File: src/rtl/key_repeat_events_pkg.sv
// Shared definitions for the key repeat event generator: channel FSM states
// and the parameter legality check used at elaboration.
package key_repeat_events_pkg;

  typedef enum logic [1:0] {
    ST_IDLE   = 2'd0,
    ST_DELAY  = 2'd1,
    ST_REPEAT = 2'd2,
    ST_HELD   = 2'd3
  } key_state_e;

  // Both intervals must be 1..2^bits so that "count == X-1" fires before the counter would wrap.
  function automatic bit params_legal(input int bits, input longint delay_cycles,
                                      input longint rate_cycles);
    longint limit;
    limit = longint'(1) << bits;
    return (bits >= 1) && (delay_cycles >= 1) && (rate_cycles >= 1) &&
           (delay_cycles <= limit) && (rate_cycles <= limit);
  endfunction

endpackage

File: src/rtl/key_repeat_events_channel.sv
// One key channel: edge detection, press/delay/repeat/held FSM and registered
// one-cycle press, release and event pulses.
module key_repeat_channel
  import key_repeat_events_pkg::*;
#(
  parameter int COUNT_BITS   = 16,
  parameter int DELAY_CYCLES = 1000,
  parameter int RATE_CYCLES  = 250
) (
  input  logic clk,
  input  logic reset_n,
  input  logic repeat_en,
  input  logic level,
  output logic press_pulse,
  output logic release_pulse,
  output logic event_pulse
);

  if (!params_legal(COUNT_BITS, longint'(DELAY_CYCLES), longint'(RATE_CYCLES))) begin : g_param_error
    $error("key_repeat_channel: DELAY_CYCLES and RATE_CYCLES must lie in 1..2^COUNT_BITS");
  end

  localparam logic [COUNT_BITS-1:0] DELAY_LAST = COUNT_BITS'(DELAY_CYCLES - 1);
  localparam logic [COUNT_BITS-1:0] RATE_LAST  = COUNT_BITS'(RATE_CYCLES - 1);

  key_state_e            state_reg, state_next;
  logic [COUNT_BITS-1:0] count_reg, count_next;
  logic                  prev_reg;
  logic                  press_reg, press_next;
  logic                  release_reg, release_next;
  logic                  event_reg, event_next;

  logic rise, fall;
  assign rise = level & ~prev_reg;
  assign fall = ~level & prev_reg;

  always_ff @(posedge clk) begin
    if (!reset_n) begin
      state_reg   <= ST_IDLE;
      count_reg   <= '0;
      prev_reg    <= 1'b0;
      press_reg   <= 1'b0;
      release_reg <= 1'b0;
      event_reg   <= 1'b0;
    end else begin
      state_reg   <= state_next;
      count_reg   <= count_next;
      prev_reg    <= level;
      press_reg   <= press_next;
      release_reg <= release_next;
      event_reg   <= event_next;
    end
  end

  always_comb begin
    state_next   = state_reg;
    count_next   = count_reg;
    press_next   = 1'b0;
    release_next = 1'b0;
    event_next   = 1'b0;
    if (state_reg == ST_IDLE) begin
      if (rise) begin
        press_next = 1'b1;
        event_next = 1'b1;
        count_next = '0;
        state_next = repeat_en ? ST_DELAY : ST_HELD;
      end
    end else if (fall) begin
      // Release takes priority over any repeat due on the same edge.
      release_next = 1'b1;
      count_next   = '0;
      state_next   = ST_IDLE;
    end else begin
      unique case (state_reg)
        ST_DELAY, ST_REPEAT: begin
          if (!repeat_en) begin
            count_next = '0;
            state_next = ST_HELD;
          end else if (count_reg == ((state_reg == ST_DELAY) ? DELAY_LAST : RATE_LAST)) begin
            event_next = 1'b1;
            count_next = '0;
            state_next = ST_REPEAT;
          end else begin
            count_next = count_reg + COUNT_BITS'(1);
          end
        end
        ST_HELD: begin
          // HELD is only entered with repeat disabled, so seeing it high means it was re-enabled.
          if (repeat_en) begin
            count_next = '0;
            state_next = ST_DELAY;
          end
        end
        default: begin
          state_next = ST_IDLE;
        end
      endcase
    end
  end

  assign press_pulse   = press_reg;
  assign release_pulse = release_reg;
  assign event_pulse   = event_reg;

endmodule

File: src/rtl/key_repeat_events.sv
// Two-channel key event generator: fans the shared clock, reset and repeat
// enable out to two independent key_repeat_channel instances.
module key_repeat_events
  import key_repeat_events_pkg::*;
#(
  parameter int COUNT_BITS   = 16,
  parameter int DELAY_CYCLES = 1000,
  parameter int RATE_CYCLES  = 250
) (
  input  logic clk,
  input  logic reset_n,
  input  logic repeatEn,
  input  logic in1,
  input  logic in2,
  output logic press1,
  output logic press2,
  output logic release1,
  output logic release2,
  output logic event1,
  output logic event2
);

  logic [1:0] level_vec;
  logic [1:0] press_vec;
  logic [1:0] release_vec;
  logic [1:0] event_vec;

  assign level_vec = {in2, in1};

  for (genvar gi = 0; gi < 2; gi++) begin : g_chan
    key_repeat_channel #(
      .COUNT_BITS  (COUNT_BITS),
      .DELAY_CYCLES(DELAY_CYCLES),
      .RATE_CYCLES (RATE_CYCLES)
    ) u_chan (
      .clk          (clk),
      .reset_n      (reset_n),
      .repeat_en    (repeatEn),
      .level        (level_vec[gi]),
      .press_pulse  (press_vec[gi]),
      .release_pulse(release_vec[gi]),
      .event_pulse  (event_vec[gi])
    );
  end

  assign press1   = press_vec[0];
  assign press2   = press_vec[1];
  assign release1 = release_vec[0];
  assign release2 = release_vec[1];
  assign event1   = event_vec[0];
  assign event2   = event_vec[1];

endmodule
File: config.mk
export PLATFORM = sky130hd
export DESIGN_NAME = key_repeat_events
export DESIGN_NICKNAME = d
export VERILOG_FILES = /design/src/rtl/key_repeat_events_pkg.sv /design/src/rtl/key_repeat_events_channel.sv /design/src/rtl/key_repeat_events.sv
export SDC_FILE = /design/constraint.sdc
export NUM_CORES = 1
export LEC_CHECK = 0
export BUFFER_PORTS_ARGS = -buffer_cell sky130_fd_sc_hd__buf_2
export CAP_MARGIN = 20
export CORE_ASPECT_RATIO = 0.8
export CORE_MARGIN = 5
export CORE_UTILIZATION = 55
export DETAILED_ROUTE_END_ITERATION = 16
export GPL_TIMING_DRIVEN = 0
export HOLD_SLACK_MARGIN = 0.06
export PLACE_DENSITY = 0.72
export SETUP_SLACK_MARGIN = 0.05
export SLEW_MARGIN = 20
export SYNTH_ARGS = -nofsm -noshare
export SYNTH_HDL_FRONTEND = slang
export SYNTH_SLANG_ARGS = --single-unit
export TNS_END_PERCENT = 10
File: constraint.sdc
create_clock -name clk -period 2.8 [get_ports clk]
set_clock_uncertainty 0.2 [all_clocks]
set_input_delay 0 -clock clk [delete_from_list [all_inputs] [get_ports clk]]
set_output_delay 0 -clock clk [all_outputs]
set_load 0.05 [all_outputs]
# Yosys cells after proc, flatten, opt, wreduce, memory -nomap -nowiden
# Cells that the tools add are included.
[word_totals]
elab_cells = 94
out_inout_bits = 6
register_bits = 44
[op_classes]
reduce_logical = 14
add_sub_neg = 2
n_mux = 43
bitwise = 9
n_eq_ne = 14
[ops]
columns = ["cell", "count"]
rows = [
  ["$mux 16", 11],
  ["$pmux 16 s2", 2],
  ["$add 16x1->16 const B", 2],
  ["$eq 16x16->1", 2],
  ["$mux 2", 12],
  ["$mux 10", 2],
  ["$mux 1", 14],
  ["$reduce_and 3->1", 4],
  ["$ne 5x2->1 const B", 2],
  ["$eq 2x2->1 const B", 4],
  ["$ne 4x2->1 const B", 2],
  ["$pmux 2 s2", 2],
  ["$reduce_bool 4->1", 2],
  ["$reduce_or 2->1", 4],
  ["$not 1->1", 5],
  ["$and 1x1->1", 4],
  ["$eq 2x1->1 const B", 2],
  ["$logic_not 2->1", 2],
  ["$ne 2x1->1 const B", 2],
  ["$reduce_and 2->1", 2],
]

# Logic depth before layout (Yosys ltp)
[logic_depth]
ltp_word = 8
depth_mapped = 9

# Cells and area by module
# Synthesis repeated with hierarchy kept, for this count alone.
[unflattened]
cells_unflattened = 284
area_unflattened_um2 = 2575.0
[modules_own_cells]
columns = ["module", "cells_per_inst", "n_inst", "area_per_inst_um2"]
rows = [
  ["key_repeat_channel", 142, 2, 1287.5],
]

# Worst setup path before layout
# No wires, ideal clock.
[synth_timing]
path_kind = "register to register"
start = "register g_chan[1].u_chan.state_reg[1]"
end = "register g_chan[1].u_chan.count_reg[9]"
t_arrival_ps = 1939
synth_period_minus_slack_ps = 2256
setup_slack_ps = 544
path_buffers = 1
setup_ps = 117
path_stages_with_launch = 9
path_cell_list = "dfxtp_1 > inv_1 > ha_1 > or4b_1 > o22a_1 > o211a_1 > buf_6 > a22o_1 > a22o_1"
[synth_between]
elab_chain_len = 8
word_cells_on_any_way = 16
cone_classes = "eq/ne (6); mux (6); reduce/logical (4)"
[synth_lines]
columns = ["item", "line_no", "text"]
rows = [
  ["start: declaration", "key_repeat_events_channel.sv:26", "key_state_e state_reg, state_next;"],
  ["start signal: assignment", "key_repeat_events_channel.sv:46", "state_reg <= state_next;"],
  ["$eq 2x1->1", "key_repeat_events_channel.sv:74, key_repeat_events_channel.sv:79", ""],
  ["$mux 10", "key_repeat_events_channel.sv:79", "end else if (count_reg == ((state_reg == ST_DELAY) ? DELAY_LAST : RATE_LAST)) begin"],
  ["$eq 16x16->1", "key_repeat_events_channel.sv:79", ""],
  ["$mux 16", "key_repeat_events_channel.sv:79", ""],
  ["$mux 16", "key_repeat_events_channel.sv:76", "if (!repeat_en) begin"],
  ["$pmux 16 s2", "key_repeat_events_channel.sv:74", "unique case (state_reg)"],
  ["$mux 16", "key_repeat_events_channel.sv:68", "end else if (fall) begin"],
  ["$mux 16", "key_repeat_events_channel.sv:61", "if (state_reg == ST_IDLE) begin"],
  ["end signal: assignment", "key_repeat_events_channel.sv:47", "count_reg <= count_next;"],
  ["end: declaration", "key_repeat_events_channel.sv:27", "logic [COUNT_BITS-1:0] count_reg, count_next;"],
]
# Several ways; a longest one is shown, not always the timed one.
# A chain may end at the register's enable or synchronous reset.

# Worst setup path after layout
[layout_timing]
start = "register g_chan[0].u_chan.state_reg[0]"
end = "register g_chan[0].u_chan.count_reg[2]"
[layout_between]
elab_chain_len = 8
word_cells_on_any_way = 16
cone_classes = "eq/ne (6); mux (6); reduce/logical (4)"
[layout_lines]
columns = ["item", "line_no"]
rows = [
  ["start: declaration", "key_repeat_events_channel.sv:26"],
  ["start signal: assignment", "key_repeat_events_channel.sv:46"],
  ["$eq 2x1->1", "key_repeat_events_channel.sv:74, key_repeat_events_channel.sv:79"],
  ["$mux 10", "key_repeat_events_channel.sv:79"],
  ["$eq 16x16->1", "key_repeat_events_channel.sv:79"],
  ["$mux 16", "key_repeat_events_channel.sv:79"],
  ["$mux 16", "key_repeat_events_channel.sv:76"],
  ["$pmux 16 s2", "key_repeat_events_channel.sv:74"],
  ["$mux 16", "key_repeat_events_channel.sv:68"],
  ["$mux 16", "key_repeat_events_channel.sv:61"],
  ["end signal: assignment", "key_repeat_events_channel.sv:47"],
  ["end: declaration", "key_repeat_events_channel.sv:27"],
]
# Several ways; a longest one is shown, not always the timed one.

==> run summary <==
### Setup path
• 2830 ps — data required time of the worst path
• 9 — highest fanout seen on the critical path
• reg -> reg — type of the worst setup path
• 2510 ps — CP arrival
• register — nature of the critical path startpoint
• register — Critical Path End Type

### Final layout
• 358 — number of fillers in the final layout
• dfxtp_1 — most common cell after layout, fill and taps aside
• 328 — fin nets
• 44 x dfxtp_1, 33 x nand2_1, 25 x nor2_1 — commonest cells after routing, fill and taps aside
• 32 — number of flip-flops under the largest register name
• 0.0886 — fraction of final layout cells with drive strength greater than 1
• 0 — diode count
• 373 — fin cells
• 10.4% — area growth from synthesis to layout

### Synth
• 0.0410 — Synth Area in Adders
• 0.233 — complex-gate fraction of the synthesized area
• 44 — flip-flop and latch count after synthesis
• 2440 sq um — area of the mapped netlist
• simple AND/OR/NAND/NOR gates — dominant combinational cell family by area after synthesis
• 0.0205 — multiplexer area fraction after synthesis
• 307 — Syn Nets
• 0 — number of synthesized flops with an enable pin
• 0.0143 — post-synthesis xor/xnor area fraction
• 0.360 — sequential element share of the synthesized area
• 0 — number of synthesis warnings
• 294 — number of instances in the synthesized netlist
• dfxtp_1 — Top FF cell, synth
• 60 — distinct cell type count of the synthesized netlist
• 0 — async set-reset flop share out of synthesis
• 8.31 sq um — post-synthesis area per instance
• 0.293 — simple-gate portion of the synthesized area

### STA
• 0 — hold violation total from the final report
• 0 — final count of pins violating max slew
• 0.343 — Max transition margin
• 277 ps — hold_ws
• 0.885 — ratio of final minimum period to clock period
• 2480 ps — shortest clock period the worst path allows after layout
• 0 — count of endpoints failing setup in the final report
• no — RSZ-0062 raised after global routing
• 403 MHz — Max Freq
• 979 ps — slew at the pin with the worst max-slew slack
• 0 ps — Total Negative Setup Slacks

### CTS
• 5 — number of buffers added by the clock tree synthesis step
• 2 — clock buffer depth
• yes — CTS tree
• 2 — CTS H-tree depth
• 300 ps — Clock Latency Late Sink
• clkbuf_8 — library cell used as clock root buffer
• 44 — Sinks on Clock Net
• 80 ps — clock input transition at the sequential cells of the worst setup and hold paths

### Min path
• reg -> reg — Worst Hold Class

### Die
• 0.578 — starting density of the core
• 11 — I/O Pins
• 4230 sq um — placeable core region
• 21 — row count
• 69.6 um — Die Y-Extent
• 5880 sq um — full die area
• 84.5 um — die outline width

### Drt
• 5620 um — total length of routed wires
• 5 — detailed-router iteration count before antenna repair
• 2282 — vias after detailed routing
• 207 — initial detailed-routing violation count
• 6.12 — Vias/cell
• 15.1 um — routed length per placed instance
• 0 — DRC Markers
• 0 — post-route ant nets

### Global route
• 0.0392 — met3 usage in global routing
• 0.259 — met2 demand-to-capacity share in global routing
• 0 — total congestion overflow
• 0.314 — met1 track demand over resource in global routing
• 9600 um — global-route wire length before repair
• 0.198 — combined global-route utilization of all metal layers
• 14 — maximum number of pins on one net before global-route repair
• met1 — most used routing layer
• 0 — antenna violations before repair
• 2036 — number of global-route vias before repair

### Placed design
• 0.837 — final RePlAce weighted congestion
• 10 — PortBufs
• 361 — cell total after placement
• 4050 um — Final HPWL DP

### Pwr
• 0.000382 V — Max IR drop VDD
• 625 nW/um^2 — power density over the cells
• 0.923 nW — leakage power summed over all cells

### Run status
• completed — outcome

### Flow run
• 0 — max-capacitance violation count

==> power breakdown <==
part	internal, mW	total (mW)	switching, mW
logic	0.195	0.564	0.369
clock network	0.197	0.417	0.220
registers	0.667	0.705	0.0379
total	1.06	1.69	0.627
==> per-stage QoR <==
| step | instance area (sq um) | setup slack (ps) | power, mW | util |
|---|---|---|---|---|
| floorplan | 2440 | 544 | 1.14 | - |
| global placement | 2560 | 410 | 1.27 | 0.606 |
| detailed placement | 2560 | 380 | 1.27 | 0.606 |
| CTS | 2700 | 351 | 1.70 | 0.638 |
| global route | 2700 | 211 | 1.80 | 0.638 |
| finish | 2700 | 321 | 1.69 | 0.638 |
==> cell type report <==
type | instances | area [sq um] | share of cell area
Tap cell | 57 | 71.3 | 0.0264
Inverter | 12 | 45.0 | 0.0167
Buffer | 8 | 46.3 | 0.0172
Multi-Input combinational cell | 230 | 1470 | 0.545
Sequential cell | 44 | 881 | 0.327
Clock buffer | 6 | 82.6 | 0.0306
Timing Repair Buffer | 14 | 90.1 | 0.0334
Clock inverter | 2 | 10.0 | 0.00371
==> metal layers <==
layer / vias up / wire length, um / share of wire
li1: 1145 / - / -
met1: 1067 / 3010 / 0.54
met2: 65 / 2250 / 0.40
met3: 5 / 300 / 0.053
met4: 0 / 57 / 0.010
met5: - / 0 / 0
==> kinds of logic after synthesis <==
logic type,Yosys count
compound gates,80
simple gates,133
flops,44
fa+ha+maj,8
xor+xnor,4
mux,5
buf+inv,20
==> repair_timing <==
item                      4_1_cts  5_1_grt
hold endpoints to repair       13        0
setup buffers                   0        0
gates resized for setup         0        0
hold buffers                    4        0
==> worst paths after layout <==
check,start,to,slack (ps),cells after the start
setup / recovery,g_chan[0].u_chan.state_reg[0]$_SDFFE_PN0P_,g_chan[0].u_chan.count_reg[2]$_SDFFE_PN0P_,320,7
hold / removal,g_chan[0].u_chan.prev_reg$_SDFF_PN0_,g_chan[0].u_chan.press_pulse$_SDFF_PN0_,280,1
setup reg to reg,g_chan[0].u_chan.state_reg[0]$_SDFFE_PN0P_,g_chan[0].u_chan.count_reg[2]$_SDFFE_PN0P_,320,7
hold reg to reg,g_chan[0].u_chan.prev_reg$_SDFF_PN0_,g_chan[0].u_chan.press_pulse$_SDFF_PN0_,280,1
==> Yosys cell counts, types with 3 or more instances <==
library cell  instances  area (sq um)
or3_1                 6          37.5
nand2_1              33           124
and3_1                4          25.0
nor4_1                3          18.8
mux2i_1               5          50.1
o21ai_1               6          30.0
clkbuf_1              5          18.8
nand4b_1              3          26.3
a21o_1                3          22.5
o21ai_0              10          50.1
nand3_1              13          65.1
nor2_1               25          93.8
a21oi_1              16          80.1
nand2b_1              6          37.5
nor3_1               10          50.1
and4_1                4          35.0
a31oi_1              14          87.6
inv_1                10          37.5
and2_1                4          25.0
or4b_1                3          30.0
ha_1                  8           100
a41oi_1               3          26.3
dfxtp_1              44           881
nand4_1               7          43.8
==> worst max-delay path, stage by stage (launching register included) <==
cell and delay, ps:
dfxtp_1 390, inv_1 70, ha_1 180, buf_2 170, or4_4 530, a211oi_2 560
a21oi_1 150, mux2i_1 160
(Power assumes the default switching activity.)
